==> src/rtl/alu_sequencer.sv <==
// alu_sequencer: command FIFO feeding a registered ALU operand stage with a three-state issue/capture FSM.
module alu_sequencer #(
    parameter int W     = 6,
    parameter int DEPTH = 4
) (
    input  logic         clk,
    input  logic         reset,
    input  logic         cmd_valid,
    output logic         cmd_ready,
    input  logic [2:0]   cmd_op,
    input  logic [W-1:0] cmd_a,
    input  logic [W-1:0] cmd_b,
    input  logic         cmd_chain,
    output logic [W-1:0] alu_a,
    output logic [W-1:0] alu_b,
    output logic         alu_f,
    output logic         alu_x,
    output logic         alu_n,
    input  logic [W-1:0] alu_y,
    output logic         res_valid,
    input  logic         res_ready,
    output logic [W-1:0] res_data,
    output logic [2:0]   res_op,
    output logic         busy,
    output logic [7:0]   ops_done
);
    localparam int AW = $clog2(DEPTH);
    typedef enum logic [1:0] {IDLE, EXEC, DONE} state_t;
    state_t state_q, state_d;
    logic [AW-1:0] wp_q, wp_d, rp_q, rp_d;
    logic [AW:0] count_q, count_d;
    logic [2:0] op_mem [DEPTH];
    logic [W-1:0] a_mem [DEPTH];
    logic [W-1:0] b_mem [DEPTH];
    logic ch_mem [DEPTH];
    logic [W-1:0] alu_a_q, alu_a_d, alu_b_q, alu_b_d, last_q, last_d, res_data_q, res_data_d;
    logic [2:0] alu_op_q, alu_op_d, res_op_q, res_op_d;
    logic res_valid_q, res_valid_d;
    logic [7:0] ops_q, ops_d;
    logic push, pop, exec, ack;

    assign cmd_ready = count_q != (AW+1)'(DEPTH);
    assign push      = cmd_valid && cmd_ready;
    assign pop       = state_q == IDLE && count_q != '0;
    assign exec      = state_q == EXEC;
    assign ack       = state_q == DONE && res_ready;
    assign busy      = state_q != IDLE || count_q != '0;
    assign alu_a     = alu_a_q;
    assign alu_b     = alu_b_q;
    assign {alu_f, alu_x, alu_n} = alu_op_q;
    assign res_valid = res_valid_q;
    assign res_data  = res_data_q;
    assign res_op    = res_op_q;
    assign ops_done  = ops_q;

    always_comb begin
        state_d     = pop ? EXEC : exec ? DONE : ack ? IDLE : state_q;
        wp_d        = push ? wp_q + 1'b1 : wp_q;
        rp_d        = pop ? rp_q + 1'b1 : rp_q;
        count_d     = count_q + (AW+1)'(push) - (AW+1)'(pop);
        // chained commands take operand A from the most recent captured result
        alu_a_d     = pop ? (ch_mem[rp_q] ? last_q : a_mem[rp_q]) : alu_a_q;
        alu_b_d     = pop ? b_mem[rp_q] : alu_b_q;
        alu_op_d    = pop ? op_mem[rp_q] : alu_op_q;
        res_valid_d = exec ? 1'b1 : ack ? 1'b0 : res_valid_q;
        res_data_d  = exec ? alu_y : res_data_q;
        last_d      = exec ? alu_y : last_q;
        res_op_d    = exec ? alu_op_q : res_op_q;
        ops_d       = exec ? ops_q + 8'd1 : ops_q;
    end

    always_ff @(posedge clk) begin
        if (push && !reset) begin
            op_mem[wp_q] <= cmd_op;
            a_mem[wp_q]  <= cmd_a;
            b_mem[wp_q]  <= cmd_b;
            ch_mem[wp_q] <= cmd_chain;
        end
    end

    always_ff @(posedge clk) begin
        if (reset) begin
            state_q     <= IDLE;
            wp_q        <= '0;
            rp_q        <= '0;
            count_q     <= '0;
            alu_a_q     <= '0;
            alu_b_q     <= '0;
            alu_op_q    <= '0;
            res_valid_q <= 1'b0;
            res_data_q  <= '0;
            last_q      <= '0;
            res_op_q    <= '0;
            ops_q       <= '0;
        end else begin
            state_q     <= state_d;
            wp_q        <= wp_d;
            rp_q        <= rp_d;
            count_q     <= count_d;
            alu_a_q     <= alu_a_d;
            alu_b_q     <= alu_b_d;
            alu_op_q    <= alu_op_d;
            res_valid_q <= res_valid_d;
            res_data_q  <= res_data_d;
            last_q      <= last_d;
            res_op_q    <= res_op_d;
            ops_q       <= ops_d;
        end
    end
endmodule
==> config.mk <==
export PLATFORM = sky130hd
export DESIGN_NAME = alu_sequencer
export DESIGN_NICKNAME = d
export VERILOG_FILES = /design/src/rtl/alu_sequencer.sv
export SDC_FILE = /design/constraint.sdc
export NUM_CORES = 1
export LEC_CHECK = 0
export BUFFER_PORTS_ARGS = -buffer_cell sky130_fd_sc_hd__clkbuf_2
export CAP_MARGIN = 20
export CORE_ASPECT_RATIO = 1.4
export CORE_UTILIZATION = 40
export CTS_CLUSTER_SIZE = 28
export DETAILED_ROUTE_END_ITERATION = 10
export GPL_TIMING_DRIVEN = 0
export SETUP_SLACK_MARGIN = 0.4
export SYNTH_ARGS = -nofsm -noshare
export SYNTH_HDL_FRONTEND = slang
export SYNTH_SLANG_ARGS = --single-unit
==> constraint.sdc <==
create_clock -name clk -period 6.96 [get_ports clk]
set_input_delay 0 -clock clk [delete_from_list [all_inputs] [get_ports clk]]
set_output_delay 0 -clock clk [all_outputs]
set_load 0.02 [all_outputs]
==> results.yml, run 1 <==
placement:
  dp_cells: 497
  place.gp.congestion: 0.715
  hpwl_um: 5590
  place_ws_ps: 4470
  portBuffers: 59
yosys:
  synth_edf_count: 64
  synth_simple_gate_area_frac: 0.0833
  synth_warnings: 0
  ys_types: 34
  postSynthCellCount: 303
  yosys.area_share.adder: 0.0256
  synth_area_leaders: "edfxtp_1 46%, dfxtp_1 21%, mux4_2 5.4%, a21oi_1 4.4%, mux4_1 3.7%"
  synth-xor-area-share: 0.00833
  ys_top_cells_by_count: "64 x edfxtp_1, 44 x dfxtp_1, 37 x a21oi_1"
  synth_area_leader_cell: "edfxtp_1"
  synth_top_area_frac: 0.457
  yosys.cell_count.top_type: "edfxtp_1"
  synth_fp_nets: 337
  ys_seq_elements: 108
  syn-cell-area_um2: 4210
  muxShareOfSynthArea: 0.105
  seq_area_frac_synth: 0.666
  synth_top_family_by_area: "multiplexers"
  synth_area_per_cell_um2: 13.9
  synth_ff_type: "edfxtp_1"
  async_reset_ff_frac: 0
  synth_compound_area_frac: 0.0779
worst_setup_path:
  worstRegToRegCells: 11
  crit_path_start: "state_q[0]"
  arrival_ps: 2700
  worstPathMaxFanout: 9
  path_class: "flop to flop"
  reg2reg_from: "state_q[0]"
  cp-start-kind: "flop"
  r2r_slack_ps: 4470
  worstReg2RegEnd: "count_q[2]"
  crit_path_end_kind: "flop"
  endpoint: "count_q[2]"
  crit_required_ps: 7170
global_route:
  grt.met3_usage: 0.0401
  grt_max_degree: 18
  grt.overflow.total: 0
  grt_use_met1: 0.176
  top_usage_layer: "met2"
  grt_pass1_wl_um: 12400
  antenna_found_initial: 0
  track_usage: 0.157
  grt_pass1_vias: 2553
  met2_usage: 0.276
clocking:
  clkLatencyLatePin_ps: 340
  post_cts.repair.setup_buffers: 0
  root_buffer: "clkbuf_16"
  clock_sinks: 108
  cts_htree_levels: 3
  cts_made_buffers: 9
  cts_tree: "yes"
  clk_pin_slew_worst_paths_ps: 70
  clock_path_buffers: 2
  post_cts_resized: 0
floorplanning:
  die_area_um2: 10900
  core_um2: 10100
  die_w_um: 88.7
  ios: 61
  fp-row-count: 43
  die_h_um: 123
  initial_utilization: 0.418
sta:
  tightestPinTransition_ps: 919
  clock_skew_ps: 7.78
  fin_tns_setup_ps: 0
  timing.hold.ws_ps: 12.9
  period_needed_ps: 2490
  rsz0062_at_grt: "false"
  hold_viol: 0
  fin_ws_ps: 4470
  fin_crit_sh: 0.357
  fmax_mhz: 402
  finalSetupViolCount: 0
  slew-limit-headroom: 0.387
  slew_violations: 0
cells_and_area:
  final_nets: 431
  final-instance-count-excl-fill: 537
  drive_gt1_frac: 0.241
  area_delta_synth_final_pct: 23.8
  fillers: 885
  diodes: 0
  fin_util: 0.518
flow_run:
  maxCapViolCount: 0
route:
  dr.pass1.iters: 6
  wire_per_inst_um: 15.1
  drc: 0
  finalWirelength_um: 8090
  vias: 2669
  drt_iter0_markers: 114
  post_drt_via_cell_ratio: 4.97
  ant_nets: 0
power_and_ir_drop:
  p_sw_frac: 0.325
  power.internal_mw: 1.29
  comb_power_share: 0.317
  ir_drop_mv: 0.117
  clockPowerShare: 0.258
  power.density_nw_per_um2: 367
  p_switching_mw: 0.620
  p_leak_nw: 1.91
  power_frac_seq: 0.426
min_path:
  hold_path_class: "input port to flop"
outcome:
  status: "finished, final reports clean"
layout make-up:
type / instances / area [um2] / area share
plain buffers: 19 / 100 / 0.0192
clock buffers: 12 / 267 / 0.0512
clock inverters: 4 / 30.0 / 0.00577
inverters: 11 / 41.3 / 0.00793
multi-input cells: 165 / 1260 / 0.243
flip-flops and latches: 108 / 2800 / 0.538
well taps: 135 / 169 / 0.0324
repair buffers: 83 / 536 / 0.103
worst max-delay path, stage by stage (launching register included):
cell     delay, ps
dfxtp_1        300
buf_4          160
nor2_1         470
nand2_1        170
inv_2          160
ha_1           140
inv_1           40
ha_1           190
fa_1           390
xnor2_1        180
xnor2_1        130
nor2_1          50
metrics by stage:
step           cell area (um2)  total power [mW]
2_1_floorplan             4210              1.26
3_3_place_gp              4670              1.42
3_5_place_dp              4670              1.43
4_1_cts                   5210              1.93
5_1_grt                   5210              2.02
6_report                  5210              1.91
layout by cell type (no fill, tap or decap), types with 6 or more instances in the layout:
cell,Yosys,layout
inv_1,10,10
nor2_1,7,7
dfxtp_1,44,44
clkbuf_16,0,9
a211oi_1,6,6
nand2_1,26,26
clkbuf_1,10,10
nand3_1,14,14
a21oi_1,37,37
o21ai_0,15,15
clkbuf_2,1,60
mux2i_1,6,6
dlygate4sd3_1,0,24
mux4_2,10,10
edfxtp_1,64,64
mux4_1,6,6
ha_1,7,7
flip-flops by register name (all words and copies together), names as in the netlist, named ones only:
register,flops
last_q,6
op_mem,12
alu_a,6
ops_done,8
count_q,3
alu_b,6
a_mem,24
ch_mem,4
res_op,3
res_valid,1
alu_op_q,3
b_mem,24
rp_q,2
state_q,2
wp_q,2
power by group through the flow:
stage / Sequential [mW] / Clock, mW / Combinational (mW)
floorplan: 0.874 / 0 / 0.385
global placement: 0.824 / 0 / 0.592
detailed placement: 0.828 / 0 / 0.603
CTS: 0.814 / 0.504 / 0.614
global route: 0.825 / 0.525 / 0.672
finish: 0.813 / 0.493 / 0.605
timing repair:
action / CTS / global route
hold endpoints to repair: 74 / 0
endpoints found under the setup margin: 0 / 0
hold buffers: 24 / 0
routing by layer:
| metal | routed length [um] | up-vias |
|---|---|---|
| met2 | 4230 | 61 |
| met5 | 0 | - |
| met4 | 143 | 0 |
| met1 | 3380 | 1283 |
| met3 | 341 | 12 |
| li1 | - | 1313 |
cell families after synthesis:
family                     count (synthesis)
adders and majority gates                  8
DFF                                      108
and+or+nand+nor                           70
buffers and inverters                     30
muxes                                     22
AOI/OAI and AO/OA                         61
xor gates and xnor gates                   4
worst min path at each step:
stage               slack [ps]      start  cells after the start            to
floorplan                  100   cmd_a[0]                      0   a_mem[0][0]
global placement           220   cmd_b[5]                      1   b_mem[2][5]
detailed placement         220  cmd_op[2]                      1  op_mem[3][2]
CTS                          8      reset                      2    count_q[1]
global route                50      reset                      2    count_q[1]
finish                      10      reset                      2    count_q[1]
(Power assumes the default switching activity.)
==> run 2: changes to the inputs <==
Clock period 6.96 ns to 2.5 ns, I/O delays scaled along.
==> run 2 against run 1 <==
Compared with the run above: via count is 1.9% higher; setup slack got worse by 4200 ps; non-clock buffer count increased by 7; sequential power grew to 2.8 times the previous value; largest power group unchanged.
==> results.yml, run 2 (synthesis gave the netlist of run 1 again) <==
outcome:
  status: "finished, final reports clean"
worst_setup_path:
  critPathBufInv: 3
  arrival_ps: 2430
  slowest_delay_ps: 380
  path_delay_family: "adder cells"
  worstPathMaxFanout: 3
  cp-start-kind: "flop"
  worstPathCellList: "or3_4 -> buf_6 -> nand2_4 -> inv_6 -> ha_4 -> inv_2 -> ha_4 -> fa_2 -> xnor2_2 -> xnor2_1 -> nor2_1"
  crit_top_cell: "ha_4"
  path_class: "flop to flop"
  crit_path_top_delay_cell: "or3_4"
  crit_path_end_kind: "flop"
  crit_required_ps: 2720
placement:
  dp_cells: 497
  place.gp.congestion: 0.741
  portBuffers: 59
  place_ws_ps: 54.7
  placed_cell_area_um2: 4720
  hpwl_um: 5660
floorplanning:
  die_area_um2: 10900
  initial_utilization: 0.418
  fp-row-count: 43
  ios: 61
  die_w_um: 88.7
  core_um2: 10100
  die_h_um: 123
global_route:
  grt_max_degree: 20
  antenna_found_initial: 0
  grt_pass1_wl_um: 13500
  grt_pass1_vias: 2680
  track_usage: 0.169
  grt.overflow.total: 0
power_and_ir_drop:
  comb_power_share: 0.343
  p_sw_frac: 0.331
  power.density_nw_per_um2: 1060
  total_power_mw: 5.67
  power.internal_mw: 3.79
  clockPowerShare: 0.256
  ir_drop_mv: 0.447
  p_leak_nw: 1.97
  p_switching_mw: 1.88
  power_frac_seq: 0.400
sta:
  fmax_mhz: 452
  tightestPinTransition_ps: 872
  fin_crit_sh: 0.885
  hold_viol: 0
  clock_skew_ps: 6.37
  finalSetupViolCount: 0
  slew_violations: 0
  period_needed_ps: 2210
  slew-limit-headroom: 0.419
  timing.hold.ws_ps: 33.0
  rsz0062_at_grt: "true"
  fin_ws_ps: 289
  fin_tns_setup_ps: 0
clocking:
  cts_htree_levels: 3
  cts_made_buffers: 9
  clk_pin_slew_worst_paths_ps: 70
  root_buffer: "clkbuf_16"
  clock_path_buffers: 2
  clkLatencyLatePin_ps: 340
  clock_sinks: 108
  cts_tree: "yes"
cells_and_area:
  area_delta_synth_final_pct: 27.3
  final_common_cell: "edfxtp_1"
  top_regs: "a_mem: 24 flops, b_mem: 24 flops, op_mem: 12 flops"
  fin_area_um2: 5360
  mostFrequentLayoutCells: "64 x edfxtp_1, 60 x clkbuf_2, 42 x dfxtp_1"
  fin_util: 0.532
  final_nets: 438
  diodes: 0
  final-instance-count-excl-fill: 544
  fillers: 886
  drive_gt1_frac: 0.281
flow_run:
  maxCapViolCount: 0
route:
  wire_per_inst_um: 15.5
  vias: 2720
  drc: 0
  drt_iter0_markers: 79
  post_drt_via_cell_ratio: 5.00
  ant_nets: 0
  finalWirelength_um: 8440
  dr.pass1.iters: 7
min_path:
  hold_path_class: "input port to flop"
## run 2: worst reg2reg max path: stages, from the launching register on
cell	delay [ps]
dfxtp_4	350
or3_4	380
buf_6	130
nand2_4	70
inv_6	40
ha_4	250
inv_2	40
ha_4	150
fa_2	350
xnor2_2	140
xnor2_1	140
nor2_1	50
## run 2: routing by layer
metal	wire, um	vias up	GRT usage
met5	0	-	0
met4	112	0	0.0544
met3	362	7	0.0474
met2	4300	56	0.291
met1	3670	1326	0.204
li1	-	1331	-
## run 2: path summary, 6_finish.rpt
check             startpoint         end  slack, ps  cells after the start
setup reg to reg  count_q[1]  count_q[2]        290                     11
hold reg to reg    res_op[2]   res_op[2]        470                      2
setup / recovery  count_q[1]  count_q[2]        290                     11
hold / removal         reset  count_q[1]         30                      2
## run 2: power by group through the flow
stage / clock network [mW] / logic (mW) / registers (mW)
2_1_floorplan: 0 / 1.16 / 2.44
3_3_place_gp: 0 / 1.74 / 2.30
3_5_place_dp: 0 / 1.77 / 2.31
4_1_cts: 1.49 / 1.89 / 2.27
5_1_grt: 1.56 / 2.15 / 2.30
6_report: 1.45 / 1.95 / 2.27
## run 2: final cells by class
cell class	count	area [um2]	area share
Sequential cell	108	2810	0.524
Multi-Input combinational cell	165	1330	0.249
Timing Repair Buffer	90	588	0.110
Clock buffer	9	225	0.0420
Tap cell	135	169	0.0315
Buffer	19	106	0.0199
Clock inverter	7	82.6	0.0154
Inverter	11	46.3	0.00864
## run 2: what timing repair did
item                                    4_1_cts  5_1_grt
resized for setup                             5        4
buffers inserted                              4        3
endpoints found under the hold margin        74        0
pin swaps                                     4        0
hold buffers                                 24        0
endpoints found under the setup margin        2       18
==> run 3: changes to the inputs <==
Clock period 2.5 ns to 2.08 ns, I/O delays scaled along.
==> run 3 against run 2 <==
Compared with the run above: the run now ends with negative setup slack left; flip-flop and latch count did not move; critical path type unchanged; via count is 2.5% lower; register-to-register slack worse by 420 ps; clock-buffer cell count increased by 4; first-iteration DRC count grew 39%; critical endpoint unchanged; highest routed layer unchanged; largest cell class unchanged.
==> results.yml, run 3 (synthesis gave the netlist of run 1 again) <==
sta:
  clock_skew_ps: 3.90
  period_needed_ps: 2210
  fin_ws_ps: -129
  slew-limit-headroom: 0.593
  fin_crit_sh: 1.06
  slew_violations: 0
  fin_tns_setup_ps: -129
  hold_viol: 0
  rsz0062_at_grt: "true"
  finalSetupViolCount: 1
  tightestPinTransition_ps: 610
  fmax_mhz: 453
cells_and_area:
  diodes: 0
  mostFrequentLayoutCells: "64 x edfxtp_1, 62 x clkbuf_2, 42 x dfxtp_1"
  area_delta_synth_final_pct: 27.7
  final_common_cell: "edfxtp_1"
  top_regs: "a_mem: 24 flops, b_mem: 24 flops, op_mem: 12 flops"
  fillers: 886
  final_nets: 437
  multi_input_area_um2: 1350
  final-instance-count-excl-fill: 543
  fin_util: 0.534
  drive_gt1_frac: 0.301
  regArea_um2: 2810
outcome:
  status: "complete, but fails checks"
  violations: "negative setup slack"
floorplanning:
  die_h_um: 123
  core_um2: 10100
  die_w_um: 88.7
  fp-row-count: 43
  initial_utilization: 0.418
  ios: 61
  die_area_um2: 10900
power_and_ir_drop:
  power.density_nw_per_um2: 1260
  total_power_mw: 6.78
  power_frac_seq: 0.402
  ir_drop_mv: 0.613
  comb_power_share: 0.346
  clockPowerShare: 0.252
  power.internal_mw: 4.58
  p_switching_mw: 2.20
  p_sw_frac: 0.325
  p_leak_nw: 1.98
route:
  vias: 2652
  ant_nets: 0
  dr.pass1.iters: 4
  drc: 0
  post_drt_via_cell_ratio: 4.88
  wire_per_inst_um: 15.5
  finalWirelength_um: 8420
  drt_iter0_markers: 110
placement:
  place.gp.congestion: 0.732
  dp_cells: 497
  hpwl_um: 5740
  place_ws_ps: -233
  portBuffers: 59
clocking:
  clock_sinks: 108
  cts_made_buffers: 9
  root_buffer: "clkbuf_16"
  clkLatencyLatePin_ps: 340
  cts_htree_levels: 3
  clk_pin_slew_worst_paths_ps: 70
  clock_path_buffers: 2
  cts_tree: "yes"
min_path:
  hold_path_class: "input port to flop"
  min_path_cells: 2
  hp-start: "reset"
  worstHoldEndpoint: "count_q[1]"
worst_setup_path:
  worstPathMaxFanout: 2
  crit_required_ps: 2290
  worstRegToRegCells: 11
  reg2reg_from: "count_q[1]"
  arrival_ps: 2420
  crit_path_end_kind: "flop"
  worstReg2RegEnd: "count_q[2]"
  crit_path_start: "count_q[1]"
  path_class: "flop to flop"
  cp-start-kind: "flop"
  r2r_slack_ps: -130
global_route:
  antenna_found_initial: 0
  grt.overflow.total: 0
  grt_max_degree: 18
  grt_pass1_wl_um: 13200
  grt_pass1_vias: 2655
  track_usage: 0.168
flow_run:
  maxCapViolCount: 0
==> run 3: layer usage <==
layer | track usage | vias up | wire (um)
met1 | 0.195 | 1258 | 3500
met3 | 0.0347 | 8 | 333
met4 | 0.0696 | 0 | 136
li1 | - | 1326 | -
met2 | 0.298 | 60 | 4450
met5 | 0 | - | 0
==> run 3: how the worst max path moves through the flow <==
stage	cells after the start	slack, ps	end
2_1_floorplan	11	-110	count_q[2]
3_3_place_gp	11	-200	count_q[2]
3_5_place_dp	11	-230	count_q[2]
4_1_cts	11	-120	count_q[2]
5_1_grt	11	-250	count_q[2]
6_report	11	-130	count_q[2]
==> run 3: through the flow <==
stage	cell area [um2]	hold WS, ps
6_report	5370	56.9
5_1_grt	5370	93.4
4_1_cts	5330	7.56
3_5_place_dp	4720	221
3_3_place_gp	4720	216
2_1_floorplan	4260	98.9
==> run 3: what timing repair did <==
item / 4_1_cts / 5_1_grt
buffers inserted: 5 / 1
cloned: 0 / 0
endpoints found under the hold margin: 74 / 0
resized for setup: 13 / 10
endpoints found under the setup margin: 68 / 78
hold buffers: 24 / 0
pin swaps: 4 / 4
==> run 3: area by class of cell <==
class	count	share of cell area
repair buffers	89	0.108
multi-input cells	165	0.252
inverters	11	0.00861
clock buffers	13	0.0524
clock inverters	3	0.00466
plain buffers	19	0.0207
well taps	135	0.0314
flip-flops and latches	108	0.522
==> run 3: worst max-delay path, cell delays in order, from the launching register on <==
cell and delay (ps):
dfxtp_4 350, or3_1 380, buf_6 140, nand2_4 70, inv_6 40, ha_4 250
inv_2 40, ha_4 140, fa_2 350, xnor2_2 140, xnor2_1 150, nor2_1 50
==> run 3: power by group through the flow <==
stage          sequential [mW]  clock (mW)  combinational, mW
6_report                  2.72        1.71               2.35
5_1_grt                   2.76        1.82               2.59
4_1_cts                   2.72        1.74               2.30
3_5_place_dp              2.78           0               2.13
3_3_place_gp              2.76           0               2.10
2_1_floorplan             2.93           0               1.39
